## src/rtl/voice_ram_scanner.sv

```systemverilog
// voice_ram_scanner
//   Sweeps entries 0..num_entries-1 of the voice-state RAM once per
//   sample_tick. Each word is registered and offered downstream on a
//   valid/ready stream. The scanner owns the RAM's single address port.
//   Host masked writes are muxed onto that port with absolute priority,
//   so they are never stalled.
//
//   Stream handshake: a beat transfers on any rising edge where both
//   out_valid and out_ready are high. Once out_valid is raised, it stays
//   high, and out_data/out_index/out_last stay stable, until that
//   transfer. Only reset can drop it earlier.
//
// Ports
//   clk, rst_n            clock, asynchronous active-low reset
//   sample_tick           one-cycle frame start strobe
//   host_addr/din/mask/we host masked write request (always accepted)
//   ram_addr/din/mask/we  RAM port (host_addr when host_we, else idx)
//   ram_dout              RAM combinational read data for ram_addr
//   out_data/index/last   registered beat, its index, last-entry flag
//   out_valid, out_ready  stream handshake
//   busy                  frame in progress (state != IDLE)
//   overrun               sticky: tick seen while busy; cleared by reset
module voice_ram_scanner #(
  parameter int addr_width  = 8,
  parameter int data_width  = 8,
  parameter int num_entries = 16
) (
  input  logic                  clk,
  input  logic                  rst_n,
  input  logic                  sample_tick,
  input  logic [addr_width-1:0] host_addr,
  input  logic [data_width-1:0] host_din,
  input  logic [data_width-1:0] host_mask,
  input  logic                  host_we,
  output logic [addr_width-1:0] ram_addr,
  output logic [data_width-1:0] ram_din,
  output logic [data_width-1:0] ram_mask,
  output logic                  ram_we,
  input  logic [data_width-1:0] ram_dout,
  output logic [data_width-1:0] out_data,
  output logic [addr_width-1:0] out_index,
  output logic                  out_last,
  output logic                  out_valid,
  input  logic                  out_ready,
  output logic                  busy,
  output logic                  overrun
);

  typedef enum logic [1:0] {
    IDLE    = 2'd0,
    FETCH   = 2'd1,
    PRESENT = 2'd2
  } state_t;

  localparam logic [addr_width-1:0] last_idx = addr_width'(num_entries - 1);
  localparam logic [addr_width-1:0] one_idx  = addr_width'(1);

  state_t                state;
  state_t                state_nxt;
  logic [addr_width-1:0] idx;

  // Control strobes decoded by the FSM for the datapath register block.
  logic start_frame;
  logic capture;
  logic release_beat;
  logic advance;

  // Host always wins the address port. A FETCH that collides with a
  // host write simply waits, so the data it then reads includes the write.
  assign ram_addr = host_we ? host_addr : idx;
  assign ram_din  = host_din;
  assign ram_mask = host_mask;
  assign ram_we   = host_we;

  assign busy = (state != IDLE);

  always_ff @(posedge clk or negedge rst_n) begin
    if (!rst_n) begin
      state <= IDLE;
    end else begin
      state <= state_nxt;
    end
  end

  always_comb begin
    state_nxt    = state;
    start_frame  = 1'b0;
    capture      = 1'b0;
    release_beat = 1'b0;
    advance      = 1'b0;
    case (state)
      IDLE: begin
        if (sample_tick) begin
          start_frame = 1'b1;
          state_nxt   = FETCH;
        end
      end
      FETCH: begin
        if (!host_we) begin
          capture   = 1'b1;
          state_nxt = PRESENT;
        end
      end
      PRESENT: begin
        if (out_valid && out_ready) begin
          release_beat = 1'b1;
          if (out_last) begin
            state_nxt = IDLE;
          end else begin
            advance   = 1'b1;
            state_nxt = FETCH;
          end
        end
      end
      default: state_nxt = IDLE;
    endcase
  end

  always_ff @(posedge clk or negedge rst_n) begin
    if (!rst_n) begin
      idx       <= '0;
      out_data  <= '0;
      out_index <= '0;
      out_last  <= 1'b0;
      out_valid <= 1'b0;
      overrun   <= 1'b0;
    end else begin
      // advance is never raised on the last entry, so idx cannot wrap
      // even when num_entries covers the whole address space.
      if (start_frame) begin
        idx <= '0;
      end else if (advance) begin
        idx <= idx + one_idx;
      end

      if (capture) begin
        out_data  <= ram_dout;
        out_index <= idx;
        out_last  <= (idx == last_idx);
        out_valid <= 1'b1;
      end else if (release_beat) begin
        out_valid <= 1'b0;
      end

      // Any tick outside IDLE is dropped and flagged, including one that
      // coincides with the final handshake.
      if (sample_tick && (state != IDLE)) begin
        overrun <= 1'b1;
      end
    end
  end

endmodule

```

## config.mk

```make
export PLATFORM = sky130hd
export DESIGN_NAME = voice_ram_scanner
export DESIGN_NICKNAME = d
export VERILOG_FILES = /design/src/rtl/voice_ram_scanner.sv
export SDC_FILE = /design/constraint.sdc
export NUM_CORES = 1
export LEC_CHECK = 0
export ABC_AREA = 1
export BUFFER_PORTS_ARGS = -buffer_cell sky130_fd_sc_hd__buf_2
export CAP_MARGIN = 10
export CORE_MARGIN = 5
export CORE_UTILIZATION = 47
export DETAILED_ROUTE_END_ITERATION = 12
export PLACE_DENSITY = 0.94
export SETUP_SLACK_MARGIN = 0.1
export SLEW_MARGIN = 20
export SYNTH_ARGS = -nofsm -noshare
export SYNTH_HDL_FRONTEND = slang
export SYNTH_SLANG_ARGS = --single-unit
```

## constraint.sdc

```tcl
create_clock -name clk -period 2.1 [get_ports clk]
set_input_delay 0.105 -clock clk [delete_from_list [all_inputs] [get_ports clk]]
set_output_delay 0.105 -clock clk [all_outputs]
set_load 0.05 [all_outputs]
```

Word level (Yosys, flattened, before mapping)
Cells that the tools add are included.
- add/sub/neg operators: 1
- multipliers: 0
- div/mod/pow operators: 0
- order comparisons: 0
- eq/ne operators: 6
- shifts and indexed selects: 0
- muxes and demuxes: 19
- bitwise logic cells: 0
- reductions and logical operators: 7
- operator list (kind ; number):
    8-bit 2-to-1 mux ; 3
    1-bit 2-to-1 mux ; 12
    8-bit by 1-bit adder with 8-bit output (second input constant) ; 1
    8-bit by 4-bit == test with 1-bit output (second input constant) ; 1
    2-bit 2-to-1 mux ; 3
    2-bit != test (second input constant) ; 3
    2-bit case mux with 3 select lines ; 1
    2-bit nonzero test ; 3
    3-bit AND reduction ; 1
    2-bit by 1-bit == test with 1-bit output (second input constant) ; 1
    2-bit == test (second input constant) ; 1
    1-bit logical AND ; 2
    2-bit logical NOT ; 1
- flip-flop bits (word level): 29
- bits in latches: 0
- RAM bits: 0
- memory bits (read-only): 0
- input bits: 37
- logic and storage cells: 40
- memories: 0

Depth between registers and ports, before layout
Gate-level depths: netlist (run 1).
- depth in word-level cells: 5
- mapped depth: 8

Least setup slack after synthesis (run 1)
No wires, ideal clock.
- path kind: reg-to-output
- from: reg idx[5]
- to: out ram_addr[5]
- data arrival time: 1.587 ns
- slack: 0.408 ns
- stages on the path, launching flop included: 3
- cell sequence: dfrtp_1 -> inv_1 -> o21ai_0
- word-level cells in the longest chain between the ends: 1
- ends and longest elaborated chain (item ; line ; source):
    start, declared ; 60 ; logic [addr_width-1:0] idx;
    start signal, assigned ; 133 ; idx <= idx + one_idx;
    8-bit 2-to-1 mux ; 70 ; assign ram_addr = host_we ? host_addr : idx;
    end, declared ; 35 ; output logic [addr_width-1:0] ram_addr,
Every way passes these cells.

Final worst setup path (run 1)
- from: reg state[1]
- to: reg out_index[5]
- word-level cells in the longest chain between the ends: 2
- ends and longest elaborated chain (item ; line ; source):
    start, declared ; 58 ; state_t state;
    start signal, assigned ; 81 ; state <= state_nxt;
    2-bit by 1-bit == test with 1-bit output ; 91 ; case (state)
    1-bit 2-to-1 mux ; 91 ;
    end signal, assigned ; 138 ; out_index <= idx;
    end, declared ; 41 ; output logic [addr_width-1:0] out_index,
Every way passes these cells.
A chain may end at the register's enable or synchronous reset.

==> results of run 1 <==
logic make-up (layout without fill, tap and decap cells):
family,Yosys count,in the layout,share of synthesized area
buf+inv,38,83,0.1534
simple gates,93,93,0.2513
flops,29,29,0.4809
compound gates,25,25,0.1061
fa+ha+maj,1,1,0.008291
metal layers:
| layer | GRT usage | vias to the layer above | wire (microns) |
|---|---|---|---|
| met5 | 0 | - | 0 |
| met4 | 0.04569 | 0 | 36 |
| met3 | 0.05059 | 8 | 245 |
| met2 | 0.2772 | 42 | 1712 |
| met1 | 0.1792 | 584 | 1300 |
| li1 | - | 652 | - |
per-stage QoR:
step,instances,worst slack [ns]
after floorplan,186,0.4081
after global placement,258,0.7069
after detailed placement,258,0.6714
after CTS,275,0.6466
after global routing,275,0.5350
final,275,0.6583
cell usage after synthesis (all sizes together):
| library cell | count | share of area |
|---|---|---|
| o21bai | 1 | 0.0050 |
| a21oi | 3 | 0.0099 |
| clkbuf | 1 | 0.0025 |
| nand3 | 4 | 0.013 |
| inv | 17 | 0.044 |
| ha | 1 | 0.0083 |
| o31ai | 1 | 0.0050 |
| o21ai | 20 | 0.086 |
| nand4 | 3 | 0.012 |
| nand2 | 73 | 0.18 |
| nor3 | 3 | 0.017 |
| buf | 20 | 0.11 |
| nor2 | 10 | 0.025 |
| dfrtp | 29 | 0.48 |
final timing paths:
check,end,slack [ns],depth (start not counted)
worst max-delay path,out_index[5],0.66,4
worst min-delay path,out_valid,0.04,4
worst max register to register,out_index[5],0.66,4
worst min register to register,out_data[4],0.48,2
max in group asynchronous,out_index[6],1.37,2
min in group asynchronous,out_data[1],0.32,2
timing repair:
item	4_1_cts	5_1_grt
hold endpoints to repair	37	0
hold buffers	9	0
gates resized for setup	0	0
setup endpoints to repair	0	0
registers in the layout, indices dropped and copies added, names as in the netlist:
name	count
out_last	1
out_valid	1
out_data	8
idx	8
state	2
out_index	8
overrun	1
worst max-delay path, delay by kind of cell (launching register included):
family | cells | cell delay, ns
flops | 1 | 0.44
simple gates | 2 | 0.60
compound gates | 1 | 0.05
buf+inv | 1 | 0.23
final cells by class:
class	instances	area (sq um)	share of cell area
Clock inverter	1	5.005	0.002774
Sequential cell	29	725.7	0.4022
Timing Repair Buffer	58	335.3	0.1859
Clock buffer	7	65.06	0.03606
Tap cell	44	55.05	0.03051
Multi-Input combinational cell	119	551.8	0.3058
Inverter	17	66.31	0.03675
power groups by stage:
stage | logic, mW | clock network (mW) | registers [mW]
finish | 1.00 | 0.377 | 0.785
CTS | 1.00 | 0.381 | 0.779
detailed placement | 0.988 | 0 | 0.791
floorplan | 0.514 | 0 | 1.14
global placement | 0.979 | 0 | 0.783
global route | 1.08 | 0.409 | 0.806
==> results by group, run 1 <==
Power
  • Worst IR Drop VDD: 0.6227 mV
  • Comb pwr share: 0.462
  • Power density over the cells: 1198 nW/um^2
  • Clock power frac: 0.174
  • Internal Power: 1.106 mW
  • Psw: 1.056 mW
  • Leak: 0.9837 nW
  • Total power: 2.162 mW
  • Seq pwr share: 0.363
  • Net switching fraction of the power: 0.4885

Route
  • Detail Route Antenna Nets: 0
  • Initial DRT Pass Iterations: 4
  • Routed len/inst: 11.98 microns
  • Total Wirelength: 3294 microns
  • Vias: 1,286
  • Vias per cell: 4.676
  • Drt initial violations: 66
  • DRC: 0

Logic synthesis
  • Ys Warns: 0
  • Mapped cell area: 1509 sq um
  • Yosys cell types: 19
  • Syn Inst Count: 186
  • Post-synthesis sequential area ratio: 0.4809
  • Synthesized Nets: 224
  • Mapped Avg Cell Area: 8.113 sq um
  • Yosys reg bits: 29

STA
  • FMAX: 0.6936 GHz
  • Hold slack: 0.03668 ns
  • RSZ-0062 raised after global routing: false
  • Min Tclk post-route: 1.442 ns
  • Setup violators final: 0
  • Part of the cycle the worst path needs: 0.6865
  • Setup TNS: 0 ns
  • Endpoints failing hold: 0
  • Worst slew margin: 0.5917
  • Max-slew violations: 0
  • Worst Clk Skew: 0.008454 ns
  • Worst slew pin tran: 0.6124 ns

Flow run
  • MaxCap Viol Count: 0

GRT
  • GRT Total Usage: 0.1568
  • First-pass GRT wire length: 5188 microns
  • Pin count of the biggest net entering global routing: 30
  • Initial antenna violation count: 0
  • GRT overflow: 0
  • Vias in the first global route: 1,174

Floorplanning
  • Initial core utilization: 0.4902
  • I/O pin cnt: 82
  • Die X: 66.66 microns
  • Die Span Y: 66.66 microns
  • Rows: 20
  • Die area: 4444 sq um
  • Placeable Area: 3078 sq um

Outcome
  • Status: finished clean

Clock network
  • TritonCTS clock tree: done
  • Root cell of the clock tree: clkbuf_4
  • Setup Fix Bufs, Post-CTS: 0
  • CTS H-tree depth: 2
  • Clock Path Buffers: 2
  • Worst-skew pair later-pin latency: 0.32 ns
  • Clock Pin Slew Worst Setup and Hold Paths: 0.09 ns
  • Clock sink total: 29
  • Total CTS buffers: 5

Placement
  • Post-DP Area: 1644 sq um
  • Gpl congestion: 0.8365
  • PortBufs: 49
  • DPL Wire Length: 2348 microns

Critical path
  • CP arrival: 1.65 ns
  • Critical Path Sink Type: flip-flop
  • CP Cell Sequence: nor3_4, inv_4, nand2_1, o21ai_2
  • R2R Path Start: state[1]
  • Startpoint Class: flip-flop
  • Crit path launch: state[1]
  • Critical path's largest stage delay: 0.46 ns
  • Crit-path max FO: 27
  • Setup Crit Path Kind: flip-flop to flip-flop
  • Slowest CP cell: nor3_4
  • CP required: 2.31 ns

Final layout
  • Layout cells sized above 1: 0.2944
  • Layout net count: 268
  • Syn-to-layout area delta: 19.57%
  • Layout filler cell count: 269
  • Fin util: 0.5862
  • Most frequent cells in the layout: 72 x nand2_1, 49 x buf_2, 29 x dfrtp_1
  • Design area: 1804 sq um
  • Most common cell after layout, fill and taps aside: nand2_1
  • # diodes: 0

Worst hold path
  • Hold Crit Class: input pin to flip-flop
  • Hold wc startpoint: out_ready
Power figures use the tool's default switching activity.
==> inputs of run 2 (changes only) <==
- ABC_AREA: 1 -> 0
- CORE_UTILIZATION: 47 -> 44
- PLACE_DENSITY: 0.94 -> 0.89
- clock period: 2.1 -> 1.4 ns (I/O delays scaled with it)
==> run 2 against run 1 <==
Against the previous run: critical path depth down 1; wire length rose by 24%; clock power rose by 28%; first-iteration DRC count is 67% lower; register-to-register slack got worse by 0.64 ns; largest power group unchanged; sequential power is 55% higher; clock-buffer cell count down 1; die area grew 5.9%.
==> results by group, run 2 <==
GRT
  • Pin count of the biggest net entering global routing: 30 (unchanged)
  • Initial antenna violation count: 0 (unchanged)
  • GRT overflow: 0 (unchanged)
  • Vias in the first global route: 1,306 (+11%)
  • GRT Total Usage: 0.1772 (+0.02040)
  • First-pass GRT wire length: 6078 microns (+17%)

STA
  • Worst slew margin: 0.5538 (-0.03792)
  • RSZ-0062 raised after global routing: true
  • Setup violators final: 0 (unchanged)
  • FMAX: 0.7223 GHz (+4.1%)
  • Part of the cycle the worst path needs: 0.9889 (+0.3024)
  • Worst slew pin tran: 0.6693 ns (+0.05689 ns)
  • Min Tclk post-route: 1.385 ns (-0.05716 ns)
  • Hold slack: 0.08956 ns (+0.05287 ns)
  • Worst Clk Skew: 0.008376 ns (-0.00007796 ns)
  • Max-slew violations: 0 (unchanged)
  • Endpoints failing hold: 0 (unchanged)
  • Setup TNS: 0 ns (unchanged)

Critical path
  • Worst Reg-to-Reg Cells: 3 (-1)
  • Critical Path Sink Type: flip-flop
  • CP required: 1.65 ns (-0.66 ns)
  • CP arrival: 1.63 ns (-0.02 ns)
  • Crit-path max FO: 5 (-81%)
  • Critical path's largest stage delay: 0.53 ns (+0.07 ns)
  • Critical path's top delay family: simple AND/OR/NAND/NOR gates
  • Slowest CP cell: or4_4
  • Startpoint Class: flip-flop
  • Critical path depth in cells: 3 (-1)
  • Setup Crit Path Kind: flip-flop to flip-flop
  • WP buf/inv: 0 (-1)
  • CP Cell Sequence: nand4b_4, or4_4, a21boi_1

Logic synthesis
  • Synth area leaders: dfrtp_1 48%, mux2_2 18%, buf_4 9.9%
  • Most instantiated library cell after synthesis: dfrtp_1
  • Largest area contributor in the netlist: dfrtp_1
  • Post-synth top flop: dfrtp_1
  • Fraction of registers with async set/reset: 1.000 (unchanged)
  • Post-synthesis sequential area ratio: 0.4805 (about the same)
  • Syn Inst Count: 126 (-32%)
  • Yosys cell types: 32 (+13)
  • Yosys reg bits: 29 (unchanged)
  • Mapped cell area: 1510 sq um (about the same)
  • Top post-synthesis cells by count: 29 x dfrtp_1, 24 x mux2_2, 20 x buf_4, 7 x nand2_1, 6 x mux2i_1
  • Number of synthesized flops with an enable pin: 0 (unchanged)
  • Yosys top cell area share: 0.4805 (about the same)
  • Synthesized Nets: 164 (-27%)
  • Mapped Avg Cell Area: 11.99 sq um (+48%)
  • Ys Warns: 0 (unchanged)

Route
  • DRC: 0 (unchanged)
  • Initial DRT Pass Iterations: 4 (unchanged)
  • Detail Route Antenna Nets: 0 (unchanged)
  • Routed len/inst: 17.08 microns (+43%)
  • Vias per cell: 5.067 (+8.3%)
  • Vias: 1,216 (-5.4%)
  • Drt initial violations: 22 (-67%)
  • Total Wirelength: 4099 microns (+24%)

Power
  • Power density over the cells: 1664 nW/um^2 (+39%)
  • Total power: 3.638 mW (+68%)
  • Worst IR Drop VDD: 1.642 mV (+160%)
  • Leak: 1.137 nW (+16%)

Final layout
  • Top flop regs: idx: 8 flops, out_data: 8 flops, out_index: 8 flops
  • Most common cell after layout, fill and taps aside: buf_2
  • Layout net count: 231 (-14%)
  • # diodes: 0 (unchanged)
  • Most frequent cells in the layout: 40 x buf_2, 22 x dfrtp_1, 17 x buf_4
  • Layout cells sized above 1: 0.6392 (+0.3448)
  • Syn-to-layout area delta: 44.74%
  • Fin util: 0.6550 (+0.06886)

Clock network
  • Total CTS buffers: 5 (unchanged)
  • Clock Path Buffers: 2 (unchanged)
  • CTS H-tree depth: 2 (unchanged)
  • Clock sink total: 29 (unchanged)
  • Worst-skew pair later-pin latency: 0.33 ns (about the same)
  • Root cell of the clock tree: clkbuf_4
  • TritonCTS clock tree: done
  • Clock Pin Slew Worst Setup and Hold Paths: 0.09 ns (about the same)

Floorplanning
  • Die area: 4704 sq um (+5.9%)
  • Placeable Area: 3337 sq um (+8.4%)
  • I/O pin cnt: 82 (unchanged)
  • Die X: 68.59 microns (+2.9%)
  • Die Span Y: 68.59 microns (+2.9%)
  • Rows: 21 (+5.0%)
  • Initial core utilization: 0.4526 (-0.03768)

Placement
  • Gpl congestion: 0.8212 (-1.8%)
  • PortBufs: 49 (unchanged)
  • DPL Wire Length: 2468 microns (+5.1%)

Flow run
  • MaxCap Viol Count: 0 (unchanged)

Outcome
  • Status: finished clean

Worst hold path
  • Worst hold path depth: 4 (unchanged)
  • Hold Crit Class: input pin to flip-flop
==> run 2: changes by cell type in the layout (fill, tap and decap cells not counted), moves of 10 or more <==
| cell | change |
|---|---|
| mux2_2 | +12 |
| mux2_4 | +12 |
| inv_1 | -13 |
| nor2_1 | -10 |
| nand2_1 | -66 |
| buf_4 | +17 |
==> run 2: power breakdown <==
| group | internal, mW | switching, mW | leakage [nW] |
|---|---|---|---|
| logic | 0.750 | 1.18 | 0.741 |
| registers | 1.05 | 0.169 | 0.364 |
| clock network | 0.191 | 0.292 | 0.0320 |
==> run 2: area by class of cell <==
type                            instances  area, sq um
Inverter                                3        11.26
Clock inverter                          2        10.01
Clock buffer                            6        41.29
Sequential cell                        29        734.5
Multi-Input combinational cell         71        696.9
Tap cell                               46        57.56
Timing Repair Buffer                   83        634.4
Fill cell                             241         1151
==> run 2: kinds of logic after synthesis <==
group	synth area share
compound gates	0.05385
fa+ha+maj	0.008284
buf+inv	0.1201
flops	0.4805
mux	0.2187
simple gates	0.1185
==> run 2: what timing repair did <==
| action | 4_1_cts | 5_1_grt |
|---|---|---|
| setup buffers | 10 | 5 |
| gates resized for setup | 34 | 26 |
| hold buffers | 10 | 0 |
| pin swaps | 4 | 3 |
| hold endpoints to repair | 38 | 0 |
| endpoints found under the setup margin | 33 | 31 |
==> run 2: worst reg2reg max path, stage by stage, from the launching register on <==
cell	delay [ns]
dfrtp_2	0.45
nand4b_4	0.20
or4_4	0.54
a21boi_1	0.13
==> run 2: worst paths after layout <==
kind / end / from / slack [ns]
worst max-delay path: idx[7] / state[0] / 0.02
worst min-delay path: out_valid / out_ready / 0.09
worst max register to register: idx[7] / state[0] / 0.02
worst min register to register: overrun / overrun / 0.47
max in group asynchronous: state[1] / rst_n / 0.61
min in group asynchronous: idx[4] / rst_n / 0.31
==> run 2: per-layer routing <==
layer,wire length (microns),share of wire,GRT usage
met1,1563,0.38,0.1881
met5,0,0,0
met2,2000,0.49,0.2908
met4,123,0.030,0.08189
met3,412,0.10,0.09076
==> run 2: metrics by stage <==
step | std cells | worst slack, ns | instance area (sq um)
3_3_place_gp | 207 | 0.006778 | 1722
2_1_floorplan | 126 | -0.02831 | 1530
4_1_cts | 235 | 0.03019 | 2054
5_1_grt | 240 | -0.008385 | 2186
3_5_place_dp | 207 | -0.02419 | 1722
6_report | 240 | 0.01548 | 2186
==> inputs of run 3 (changes only) <==
- SETUP_SLACK_MARGIN: 0.1 -> not set
==> run 3 against run 2 <==
Against the previous run: the flow now finishes with violations (negative setup slack); sequential share of layout area up 0.69 points; total power rose by 1.7%; critical path type unchanged; highest routed layer unchanged; final cell count fell by 1.3%; largest cell class unchanged.
==> results by group, run 3 (synthesis results as in run 2) <==
Outcome
  • Status: finished, violations left
  • Failing checks: negative setup slack

STA
  • Min Tclk post-route: 1.404 ns (+0.01943 ns)
  • Worst slew margin: 0.5797 (+0.02595)
  • RSZ-0062 raised after global routing: true
  • Final WS setup: -0.003950 ns (-0.01943 ns)
  • Max-slew violations: 0 (unchanged)
  • Part of the cycle the worst path needs: 1.003 (+0.01388)
  • Worst Clk Skew: 0.01419 ns (+0.005812 ns)
  • Setup violators final: 2 (+2)
  • Setup TNS: -0.005971 ns (-0.005971 ns)
  • FMAX: 0.7123 GHz (-1.4%)
  • Worst slew pin tran: 0.6304 ns (-0.03892 ns)
  • Endpoints failing hold: 0 (unchanged)

Final layout
  • Layout net count: 228 (-1.3%)
  • Layout filler cell count: 246 (+2.1%)
  • Layout cells sized above 1: 0.5969 (-0.04232)
  • Finished Layout Cells: 237 (-1.3%)
  • Syn-to-layout area delta: 41.09%
  • Fin util: 0.6385 (-0.01650)
  • Multi-input gate area: 679.4 sq um (-2.5%)
  • # diodes: 0 (unchanged)
  • Reg area: 730.7 sq um (-0.51%)
  • Most frequent cells in the layout: 42 x buf_2, 25 x dfrtp_1, 14 x mux2_4, 14 x buf_4
  • Most common cell after layout, fill and taps aside: buf_2
  • Top flop regs: idx: 8 flops, out_data: 8 flops, out_index: 8 flops

Clock network
  • Total CTS buffers: 5 (unchanged)
  • Root cell of the clock tree: clkbuf_4
  • Clock Pin Slew Worst Setup and Hold Paths: 0.10 ns (about the same)
  • Clock Path Buffers: 2 (unchanged)
  • CTS H-tree depth: 2 (unchanged)
  • TritonCTS clock tree: done
  • Worst-skew pair later-pin latency: 0.33 ns (about the same)
  • Clock sink total: 29 (unchanged)

Placement
  • Setup WS pre-CTS: -0.04700 ns (-0.02281 ns)
  • Gpl congestion: 0.7882 (-4.0%)
  • Inst Count DP: 210 (+1.4%)
  • DPL Wire Length: 2541 microns (+3.0%)
  • PortBufs: 49 (unchanged)

Power
  • Power density over the cells: 1736 nW/um^2 (+4.3%)
  • Leak: 1.111 nW (-2.3%)
  • Worst IR Drop VDD: 1.613 mV (-1.8%)

Route
  • DRC: 0 (unchanged)
  • Initial DRT Pass Iterations: 4 (unchanged)
  • Total Wirelength: 3875 microns (-5.5%)
  • Drt initial violations: 32 (+45%)
  • Routed len/inst: 16.35 microns (-4.3%)
  • Detail Route Antenna Nets: 0 (unchanged)
  • Vias: 1,215 (-0.082%)
  • Vias per cell: 5.127 (+1.2%)

Critical path
  • Setup Crit Path Kind: flip-flop to flip-flop
  • CP required: 1.61 ns (-0.04 ns)
  • Crit-path max FO: 16 (+11)
  • Startpoint Class: flip-flop
  • CP arrival: 1.62 ns (about the same)
  • Critical Path Sink Type: flip-flop

Floorplanning
  • Initial core utilization: 0.4526 (unchanged)
  • Rows: 21 (unchanged)
  • Die X: 68.59 microns (unchanged)
  • Die area: 4704 sq um (unchanged)
  • Die Span Y: 68.59 microns (unchanged)
  • I/O pin cnt: 82 (unchanged)
  • Placeable Area: 3337 sq um (unchanged)

GRT
  • Pin count of the biggest net entering global routing: 30 (unchanged)
  • GRT overflow: 0 (unchanged)
  • First-pass GRT wire length: 5630 microns (-7.4%)
  • GRT Total Usage: 0.1628 (-0.01440)
  • Initial antenna violation count: 0 (unchanged)
  • Vias in the first global route: 1,224 (-6.3%)

Worst hold path
  • Hold Crit Class: input pin to flip-flop

Flow run
  • MaxCap Viol Count: 0 (unchanged)
-- run 3: worst max-delay path, cell delays in order (launching register included) --
cell and delay (ns):
dfrtp_2 0.47, nor3b_4 0.25, buf_12 0.20, mux2_2 0.34
-- run 3: final timing paths --
path	from	end	slack [ns]	cells after the start
setup / recovery	state[1]	out_data[2]	-0.004	3
hold / removal	out_ready	out_valid	0.06	4
setup reg to reg	state[1]	out_data[2]	-0.004	3
hold reg to reg	overrun	overrun	0.46	1
max in group asynchronous	rst_n	out_last	0.65	2
min in group asynchronous	rst_n	idx[0]	0.29	2
-- run 3: power by group --
| group | switching, mW | internal (mW) | leakage [nW] |
|---|---|---|---|
| Sequential | 0.160 | 1.05 | 0.369 |
| Combinational | 1.20 | 0.805 | 0.710 |
| Clock | 0.294 | 0.191 | 0.0320 |
-- run 3: routing by layer --
metal	share of wire	global-route usage
met3	0.081	0.05511
met4	0.027	0.07940
met2	0.51	0.2825
met5	0	0
met1	0.39	0.1759
-- run 3: what timing repair did --
item,CTS,global route
setup endpoints to repair,25,27
gates resized for setup,16,29
setup buffers,4,5
hold endpoints to repair,38,0
pin swaps,2,1
hold buffers,10,0
-- run 3: stage by stage --
| step | hold WS [ns] | cell area [sq um] | power [mW] |
|---|---|---|---|
| 6_report | 0.05994 | 2131 | 3.699 |
| 5_1_grt | 0.08087 | 2131 | 3.892 |
| 4_1_cts | 0.05149 | 1987 | 3.527 |
| 3_5_place_dp | 0.1238 | 1757 | 2.883 |
| 3_3_place_gp | 0.1261 | 1757 | 2.841 |
| 2_1_floorplan | -0.2256 | 1524 | 2.590 |
-- run 3: layout make-up --
type | instances | area share
clock inverters | 2 | 0.004698
multi-input cells | 71 | 0.3188
repair buffers | 80 | 0.2819
flip-flops and latches | 29 | 0.3429
inverters | 3 | 0.005285
well taps | 46 | 0.02701
clock buffers | 6 | 0.01938
